==> config.mk <==
export PLATFORM = sky130hd
export DESIGN_NAME = am2940_cmd_seq_flat
export DESIGN_NICKNAME = d
export VERILOG_FILES = /design/src/rtl/am2940_pkg.sv /design/src/rtl/am2940_cmd_seq_if.sv /design/src/rtl/am2940_tmo_cnt.sv /design/src/rtl/am2940_cmd_seq.sv /design/src/flat_wrapper.sv
export SDC_FILE = /design/constraint.sdc
export NUM_CORES = 1
export LEC_CHECK = 0
export ABC_AREA = 1
export BUFFER_PORTS_ARGS = -buffer_cell sky130_fd_sc_hd__buf_4
export CAP_MARGIN = 20
export CORE_ASPECT_RATIO = 0.9
export CORE_MARGIN = 2
export CORE_UTILIZATION = 45
export CTS_BUF_LIST = sky130_fd_sc_hd__clkbuf_4
export DETAILED_ROUTE_END_ITERATION = 10
export PLACE_DENSITY = 0.72
export SLEW_MARGIN = 25
export SYNTH_ARGS = -nofsm -noshare
export SYNTH_HDL_FRONTEND = slang
export SYNTH_HIERARCHICAL = 1
export SYNTH_SLANG_ARGS = --single-unit
==> constraint.sdc <==
create_clock -name clk -period 2.5 [get_ports clk]
set_input_delay 0.75 -clock clk [delete_from_list [all_inputs] [get_ports clk]]
set_output_delay 0.75 -clock clk [all_outputs]
set_load 0.02 [all_outputs]
==> src/rtl/am2940_pkg.sv <==
// am2940_pkg: shared encodings for the am2940 command sequencer
package am2940_pkg;

  typedef enum logic [2:0] {
    WRCR   = 3'd0,
    RDCR   = 3'd1,
    RDWC   = 3'd2,
    RDAC   = 3'd3,
    REINIT = 3'd4,
    LDAD   = 3'd5,
    LDWC   = 3'd6,
    ENCT   = 3'd7
  } am2940_instr_e;

  typedef enum logic [2:0] {
    IDLE,
    S_WRCR,
    S_LDAD,
    S_LDWC,
    S_RUN,
    S_END
  } seq_state_e;

  typedef enum logic [1:0] {
    ST_DONE  = 2'd0,
    ST_ABORT = 2'd1,
    ST_TMO   = 2'd2
  } cmpl_status_e;

  localparam int CR_MODE_LSB = 0;
  localparam int CR_MODE_W   = 2;
  localparam int CR_DEC_BIT  = 2;

  // Control-register image for a WRCR: mode in the low bits, direction above it.
  function automatic logic [2:0] cr_bits(input logic [1:0] mode, input logic dec);
    logic [2:0] r;
    r = '0;
    r[CR_MODE_LSB +: CR_MODE_W] = mode;
    r[CR_DEC_BIT] = dec;
    return r;
  endfunction

endpackage

==> src/rtl/am2940_cmd_seq_if.sv <==
// am2940_cmd_seq_if: transfer-command handshake into the sequencer
interface am2940_cmd_seq_if #(
  parameter int AW = 8
) ();
  logic          cmd_valid;
  logic          cmd_ready;
  logic [AW-1:0] cmd_addr;
  logic [AW-1:0] cmd_count;
  logic [1:0]    cmd_mode;
  logic          cmd_dec;

  modport master (output cmd_valid, cmd_addr, cmd_count, cmd_mode, cmd_dec, input cmd_ready);
  modport slave  (input cmd_valid, cmd_addr, cmd_count, cmd_mode, cmd_dec, output cmd_ready);
endinterface

==> src/rtl/am2940_tmo_cnt.sv <==
// am2940_tmo_cnt: saturating idle timer; expired flags the cycle it reaches all-ones
module am2940_tmo_cnt #(
  parameter int TMO_W = 12
) (
  input  logic clk,
  input  logic rst,
  input  logic clr,
  input  logic en,
  output logic expired
);
  logic [TMO_W-1:0] cnt, cnt_n;

  // Clear dominates; counting stops at all-ones so a stalled caller keeps seeing expiry.
  always_comb cnt_n = clr ? '0 : (en && !(&cnt)) ? cnt + 1'b1 : cnt;

  assign expired = &cnt_n;

  // Timer register.
  always_ff @(posedge clk)
    if (rst) cnt <= '0;
    else cnt <= cnt_n;
endmodule

==> src/rtl/am2940_cmd_seq.sv <==
// am2940_cmd_seq: turns one transfer command into the am2940 WRCR/LDAD/LDWC/ENCT stream
module am2940_cmd_seq
  import am2940_pkg::*;
#(
  parameter int   AW      = 8,
  parameter int   TMO_W   = 12,
  parameter logic CIN_ACT = 1'b0
) (
  input  logic                 clk,
  input  logic                 rst,
  am2940_cmd_seq_if.slave      cmd,
  input  logic                 xfer_stb,
  input  logic                 abort,
  input  logic                 done,
  output logic [2:0]           instr,
  output logic [AW-1:0]        datain,
  output logic                 cina,
  output logic                 cinw,
  output logic                 busy,
  output logic                 cmpl,
  output logic [1:0]           cmpl_status,
  output logic [AW-1:0]        step_cnt
);
  seq_state_e    state, state_n;
  am2940_instr_e instr_n;
  logic [AW-1:0] datain_n, step_n, addr_q, count_q;
  logic [1:0]    status_n;
  logic          cin_n, cmpl_n, ready, accept, tmo;

  assign cmd.cmd_ready = ready;
  assign accept = cmd.cmd_valid && ready;

  am2940_tmo_cnt #(.TMO_W(TMO_W)) u_tmo (
    .clk(clk),
    .rst(rst),
    .clr((state != S_RUN) || xfer_stb),
    .en(state == S_RUN),
    .expired(tmo)
  );

  // Latch the command so the later load states can replay address and count.
  always_ff @(posedge clk)
    if (accept) begin
      addr_q  <= cmd.cmd_addr;
      count_q <= cmd.cmd_count;
    end

  // Next state plus the values every registered output takes in that state.
  always_comb begin
    state_n  = state;
    instr_n  = RDCR;
    datain_n = '0;
    cin_n    = ~CIN_ACT;
    cmpl_n   = 1'b0;
    status_n = cmpl_status;
    step_n   = step_cnt;
    unique case (state)
      IDLE:
        if (accept) begin
          state_n  = S_WRCR;
          instr_n  = WRCR;
          datain_n = AW'(cr_bits(cmd.cmd_mode, cmd.cmd_dec));
          step_n   = '0;
        end
      S_WRCR: begin
        state_n  = S_LDAD;
        instr_n  = LDAD;
        datain_n = addr_q;
      end
      S_LDAD: begin
        state_n  = S_LDWC;
        instr_n  = LDWC;
        datain_n = count_q;
      end
      S_LDWC: begin
        state_n = S_RUN;
        instr_n = ENCT;
      end
      S_RUN:
        if (done || abort || tmo) begin
          state_n  = S_END;
          cmpl_n   = 1'b1;
          status_n = done ? ST_DONE : abort ? ST_ABORT : ST_TMO;
        end else begin
          instr_n = ENCT;
          cin_n   = xfer_stb ? CIN_ACT : ~CIN_ACT;
          step_n  = xfer_stb ? step_cnt + 1'b1 : step_cnt;
        end
      S_END: state_n = IDLE;
      default: state_n = IDLE;
    endcase
  end

  // All outputs are registered copies of the next-state decode.
  always_ff @(posedge clk)
    if (rst) begin
      state       <= IDLE;
      instr       <= RDCR;
      datain      <= '0;
      cina        <= ~CIN_ACT;
      cinw        <= ~CIN_ACT;
      cmpl        <= 1'b0;
      cmpl_status <= '0;
      step_cnt    <= '0;
      ready       <= 1'b1;
      busy        <= 1'b0;
    end else begin
      state       <= state_n;
      instr       <= instr_n;
      datain      <= datain_n;
      cina        <= cin_n;
      cinw        <= cin_n;
      cmpl        <= cmpl_n;
      cmpl_status <= status_n;
      step_cnt    <= step_n;
      ready       <= state_n == IDLE;
      busy        <= state_n != IDLE;
    end
endmodule
==> src/flat_wrapper.sv <==
// flat-port wrapper written by rule: the top's interface ports become plain ports
module am2940_cmd_seq_flat import am2940_pkg::*;
#(
  parameter int   AW      = 8,
  parameter int   TMO_W   = 12,
  parameter logic CIN_ACT = 1'b0
)
  (clk, rst, xfer_stb, abort, done, instr, datain, cina, cinw, busy, cmpl, cmpl_status, step_cnt, cmd_cmd_valid, cmd_cmd_addr, cmd_cmd_count, cmd_cmd_mode, cmd_cmd_dec, cmd_cmd_ready);
  am2940_cmd_seq_if #(.AW(AW)) cmd_i ();
  input  logic clk;
  input  logic rst;
  input  logic xfer_stb;
  input  logic abort;
  input  logic done;
  output logic [2:0] instr;
  output logic [AW-1:0] datain;
  output logic cina;
  output logic cinw;
  output logic busy;
  output logic cmpl;
  output logic [1:0] cmpl_status;
  output logic [AW-1:0] step_cnt;
  input wire logic [$bits(cmd_i.cmd_valid)-1:0] cmd_cmd_valid;
  input wire logic [$bits(cmd_i.cmd_addr)-1:0] cmd_cmd_addr;
  input wire logic [$bits(cmd_i.cmd_count)-1:0] cmd_cmd_count;
  input wire logic [$bits(cmd_i.cmd_mode)-1:0] cmd_cmd_mode;
  input wire logic [$bits(cmd_i.cmd_dec)-1:0] cmd_cmd_dec;
  output wire logic [$bits(cmd_i.cmd_ready)-1:0] cmd_cmd_ready;
  assign cmd_i.cmd_valid = cmd_cmd_valid;
  assign cmd_i.cmd_addr = cmd_cmd_addr;
  assign cmd_i.cmd_count = cmd_cmd_count;
  assign cmd_i.cmd_mode = cmd_cmd_mode;
  assign cmd_i.cmd_dec = cmd_cmd_dec;
  assign cmd_cmd_ready = cmd_i.cmd_ready;
  am2940_cmd_seq #(.AW(AW), .TMO_W(TMO_W), .CIN_ACT(CIN_ACT)) u_core (.clk(clk), .rst(rst), .cmd(cmd_i), .xfer_stb(xfer_stb), .abort(abort), .done(done), .instr(instr), .datain(datain), .cina(cina), .cinw(cinw), .busy(busy), .cmpl(cmpl), .cmpl_status(cmpl_status), .step_cnt(step_cnt));
endmodule
==> metrics.md <==
| Metric | Value |
|---|---|
| Status | `finished, final reports clean` |
| Count of yosys warnings during synthesis | `6` |
| Final Setup Violations | `0` |
| Area share of the largest cell type after synthesis | `0.310` |
| Total length of routed wires | `approximately 5.3 mm` |
| Worst setup endpoint | `u_core/step_cnt[5]$_SDFFE_PP0P_` |
| Number of fill cells in the layout | `roughly 540` |
| Number of nets in the synthesized netlist | `between 300 and 400` |
| Iteration-0 DRC Markers | `between 100 and 150` |
| Sinks on the clock net | `56` |
| Routed WL per cell | `roughly 12 um` |
| Nets@finish | `407` |
| Antenna violations before repair | `0` |
| WHS | `just over 0.5 ns` |
| Remaining antenna violation count after routing | `0` |
| Critical Setup Path Class | `reg -> reg` |
| Maximum level of the CTS H-tree | `2` |
| RSZ-0062 raised after global routing | `no` |
| Antenna diode instance count | `0` |
| Area after detailed placement | `approximately 0.0031 mm2` |
| Wire length of the first global-routing pass | `around 8.6 mm` |
| DRC violations left | `0` |
| Leakage power figure | `~1.2 nW` |
| Pin count of the biggest net entering global routing | `30` |
| Synthesized area per cell | `slightly above 8 um2` |
| Basic-gate share of the synthesized area counting and, or, nand and nor cells | `0.367` |
| Routed vias | `2218` |
| Critical path capture point type | `register` |
| Sequential cell area fraction in the yosys report | `0.497` |
| Mapped Area | `between 0.002 and 0.003 mm2` |
| Final worst-path cycle share | `0.904` |
| Reg-to-Reg Start | `u_core/u_tmo/cnt[1]$_SDFF_PP0_` |
| Total global routing track utilization | `0.171` |
| Non-filler cells, final | `between 400 and 500` |
| Count of input and output buffers | `50` |
| Adder-cell area share of the yosys netlist | `0.00970` |
| Number of max-cap violations | `0` |
| Pwr Total | `approximately 2.7 mW` |
| Clock buffer count from CTS | `5` |
| Number of cell instances on the worst register-to-register path | `20` |
| Worst setup path startpoint | `u_core/u_tmo/cnt[1]$_SDFF_PP0_` |
| First drt pass iteration count | `4` |
| Compound-Gate Fraction of Synth Area | `0.0514` |
| Initial cell density of the core | `0.461` |
| Peak ir drop on the vdd network | `roughly 0.46 mV` |
| Vias in the first global route | `1944` |
| Commonest register cell after synthesis | `sky130_fd_sc_hd__dfxtp_1` |
| Core area | `about 0.0056 mm2` |
| Later-pin clock latency in the skew report | `~0.39 ns` |
| Final instance area | `between 0.003 and 0.004 mm2` |
| Most area-hungry cell type in the Yosys netlist | `sky130_fd_sc_hd__dfxtp_1` |
| Layout Skew | `around 0.013 ns` |
| Number of standard-cell rows in the floorplan | `26` |
| Pwr per Cell Area | `about 850 mW/mm2` |
| Area added between synthesis and finish | `21.8%` |
| Total Die Area | `0.00636 mm2` |
| Synth async-reset ratio | `0` |
| Clock slew at reported path FFs | `~0.16 ns` |
| Max Fanout on Critical Path | `9` |
| Number of flip-flops and latches in the synthesized netlist | `56` |
| Total congestion overflow | `0` |
| Reg-to-reg slack, setup | `between 0.2 and 0.25 ns` |
| Cts-stage hold buffer count | `0` |
| Height of the chip | `approximately 76 um` |
| Fin Setup TNS | `0 ns` |
| Area occupied by registers | `roughly 0.0013 mm2` |
| Cell types with the largest area share after synthesis | `sky130_fd_sc_hd__dfxtp_1, sky130_fd_sc_hd__edfxtp_1, sky130_fd_sc_hd__nand2_1` |
| Hold Fails Final Rpt | `0` |
| Number of enable-type register cells in the synthesized netlist | `16` |
| Dominant combinational cell family by area after synthesis | `simple AND/OR/NAND/NOR gates` |
| CTS tree | `built` |
| Path type of the worst min-delay path | `reg -> reg` |
| Startpoint type of the worst setup path | `register` |
| Final weighted congestion in routability-driven placement | `0.876` |
| Xor/xnor share of the synthesized area | `0.0102` |
| Cell count after placement | `about 440` |
| Top cell types by occurrence after synthesis | `sky130_fd_sc_hd__nand2_1, sky130_fd_sc_hd__nor2_1, sky130_fd_sc_hd__dfxtp_1, sky130_fd_sc_hd__inv_1, sky130_fd_sc_hd__nand3_1` |
| Clk buf depth | `2` |
| Total area of multi-input combinational cells | `approximately 0.0011 mm2` |
| Reg-to-reg critical path endpoint | `u_core/step_cnt[5]$_SDFFE_PP0P_` |
| Required time of the critical path | `2.80 ns` |
| Share of final-layout standard cells stronger than drive strength 1 | `0.249` |
| Upper clock frequency limit | `443 MHz` |
| # Post-CTS Setup Buffers | `0` |
| Most frequently used cell type in the post-synthesis netlist | `sky130_fd_sc_hd__nand2_1` |
| Gate count after technology mapping | `320` |
| Final Max Tran Viols | `0` |
| Mux cell area share after synthesis | `0` |
| Crit path DAT | `~2.6 ns` |
| Mean number of vias per cell | `4.92` |
| Max_slew headroom | `0.605` |
| Min Tclk post-route | `2.26 ns` |
| Number of primary I/O pins | `51` |
| Die Wd | `83.8 um` |
| Hold Path Stages | `2` |
| Distinct cell type count of the synthesized netlist | `35` |
| Root Buffer Master | `sky130_fd_sc_hd__clkbuf_4` |
| Slew at the pin closest to its max-slew limit | `between 0.5 and 0.6 ns` |
| Detailed Place HPWL | `3.98 mm` |
flip-flops by register name, summed over array words and instances (netlist names):
signal and cells:
u_core/addr_q 8, u_core/busy 1, u_core/cinw 1, u_core/cmd.cmd_ready 1, u_core/cmpl 1, u_core/cmpl_status 2
u_core/count_q 8, u_core/datain 8, u_core/instr 3, u_core/state 3, u_core/step_cnt 8, u_core/u_tmo/cnt 12
worst max-delay path: stages (launching register included):
cell and delay [ns]:
sky130_fd_sc_hd__dfxtp_1 0.41, sky130_fd_sc_hd__ha_2 0.23, sky130_fd_sc_hd__inv_1 0.05, sky130_fd_sc_hd__nor2_2 0.14, sky130_fd_sc_hd__nand3_4 0.15, sky130_fd_sc_hd__nand2_4 0.12, sky130_fd_sc_hd__inv_2 0.06, sky130_fd_sc_hd__nand2_1 0.08
sky130_fd_sc_hd__nand2_1 0.07, sky130_fd_sc_hd__nand2_1 0.06, sky130_fd_sc_hd__nor2_1 0.04, sky130_fd_sc_hd__nand2_1 0.06, sky130_fd_sc_hd__nor2_2 0.03, sky130_fd_sc_hd__inv_1 0.04, sky130_fd_sc_hd__nand2_1 0.09, sky130_fd_sc_hd__nand2_4 0.13
sky130_fd_sc_hd__clkinv_4 0.08, sky130_fd_sc_hd__nor2_8 0.13, sky130_fd_sc_hd__nor2_1 0.05, sky130_fd_sc_hd__nor2_1 0.10, sky130_fd_sc_hd__nor2_1 0.04
per-stage QoR:
stage | utilization | setup WS (ns)
after floorplan | - | 0.228
after global placement | 0.550 | 0.0799
after detailed placement | 0.550 | 0.00488
after CTS | 0.561 | 0.223
after global routing | 0.562 | 0.00351
final | 0.562 | 0.240
routing by layer:
layer / global-route usage / vias up / part of all wire
met1: 0.227 / 983 / 0.47
met5: 0 / - / 0
met2: 0.274 / 64 / 0.44
li1: - / 1163 / -
met3: 0.0466 / 8 / 0.068
met4: 0.0591 / 0 / 0.014
worst min path at each step:
stage / start / to / slack, ns
after floorplan: u_core/count_q[3]$_DFFE_PP_ / u_core/datain[3]$_SDFF_PP0_ / 0.48
after global placement: u_core/cmpl_status[0]$_SDFFE_PP0P_ / u_core/cmpl_status[0]$_SDFFE_PP0P_ / 0.48
after detailed placement: u_core/cmpl_status[1]$_SDFFE_PP0P_ / u_core/cmpl_status[1]$_SDFFE_PP0P_ / 0.49
after CTS: u_core/cmpl_status[0]$_SDFFE_PP0P_ / u_core/cmpl_status[0]$_SDFFE_PP0P_ / 0.51
after global routing: cmd_cmd_addr[2] / u_core/addr_q[2]$_DFFE_PP_ / 0.50
final: u_core/cmpl_status[1]$_SDFFE_PP0P_ / u_core/cmpl_status[1]$_SDFFE_PP0P_ / 0.51
kinds of logic (layout without fill, tap and decap cells):
| family | after synthesis | count (layout) |
|---|---|---|
| adder cells (fa/ha/maj) | 2 | 2 |
| AND/OR/NAND/NOR | 195 | 195 |
| AO/OA/AOI/OAI | 24 | 24 |
| XOR/XNOR | 3 | 3 |
| flip-flops | 56 | 56 |
| buffers and inverters | 40 | 101 |
layout by cell type (no fill, tap or decap), drive strengths merged, types with 3 or more instances in the layout:
cell type	instances
clkbuf	6
a21oi	16
a31oi	3
inv	32
nand4	13
nand2	88
nor2	57
edfxtp	16
nand3	28
o21ai	3
nor3	4
buf	60
dfxtp	40
layout make-up:
cell class / instances / share of cell area
clock buffers: 6 / 0.0143
clock inverters: 2 / 0.00518
inverters: 33 / 0.0410
multi-input cells: 224 / 0.360
flip-flops and latches: 56 / 0.408
well taps: 70 / 0.0279
repair buffers: 60 / 0.143
where the power goes:
group,internal [mW],total (mW),switching (mW)
Sequential,1.09,1.17,0.0741
Clock,0.124,0.414,0.291
Combinational,0.409,1.09,0.685
repair_timing:
action                     4_1_cts  5_1_grt
resized for setup                0        2
setup endpoints to repair        0        4
hold endpoints to repair         0        0
Note: power is estimated with default switching activity, not from simulation.
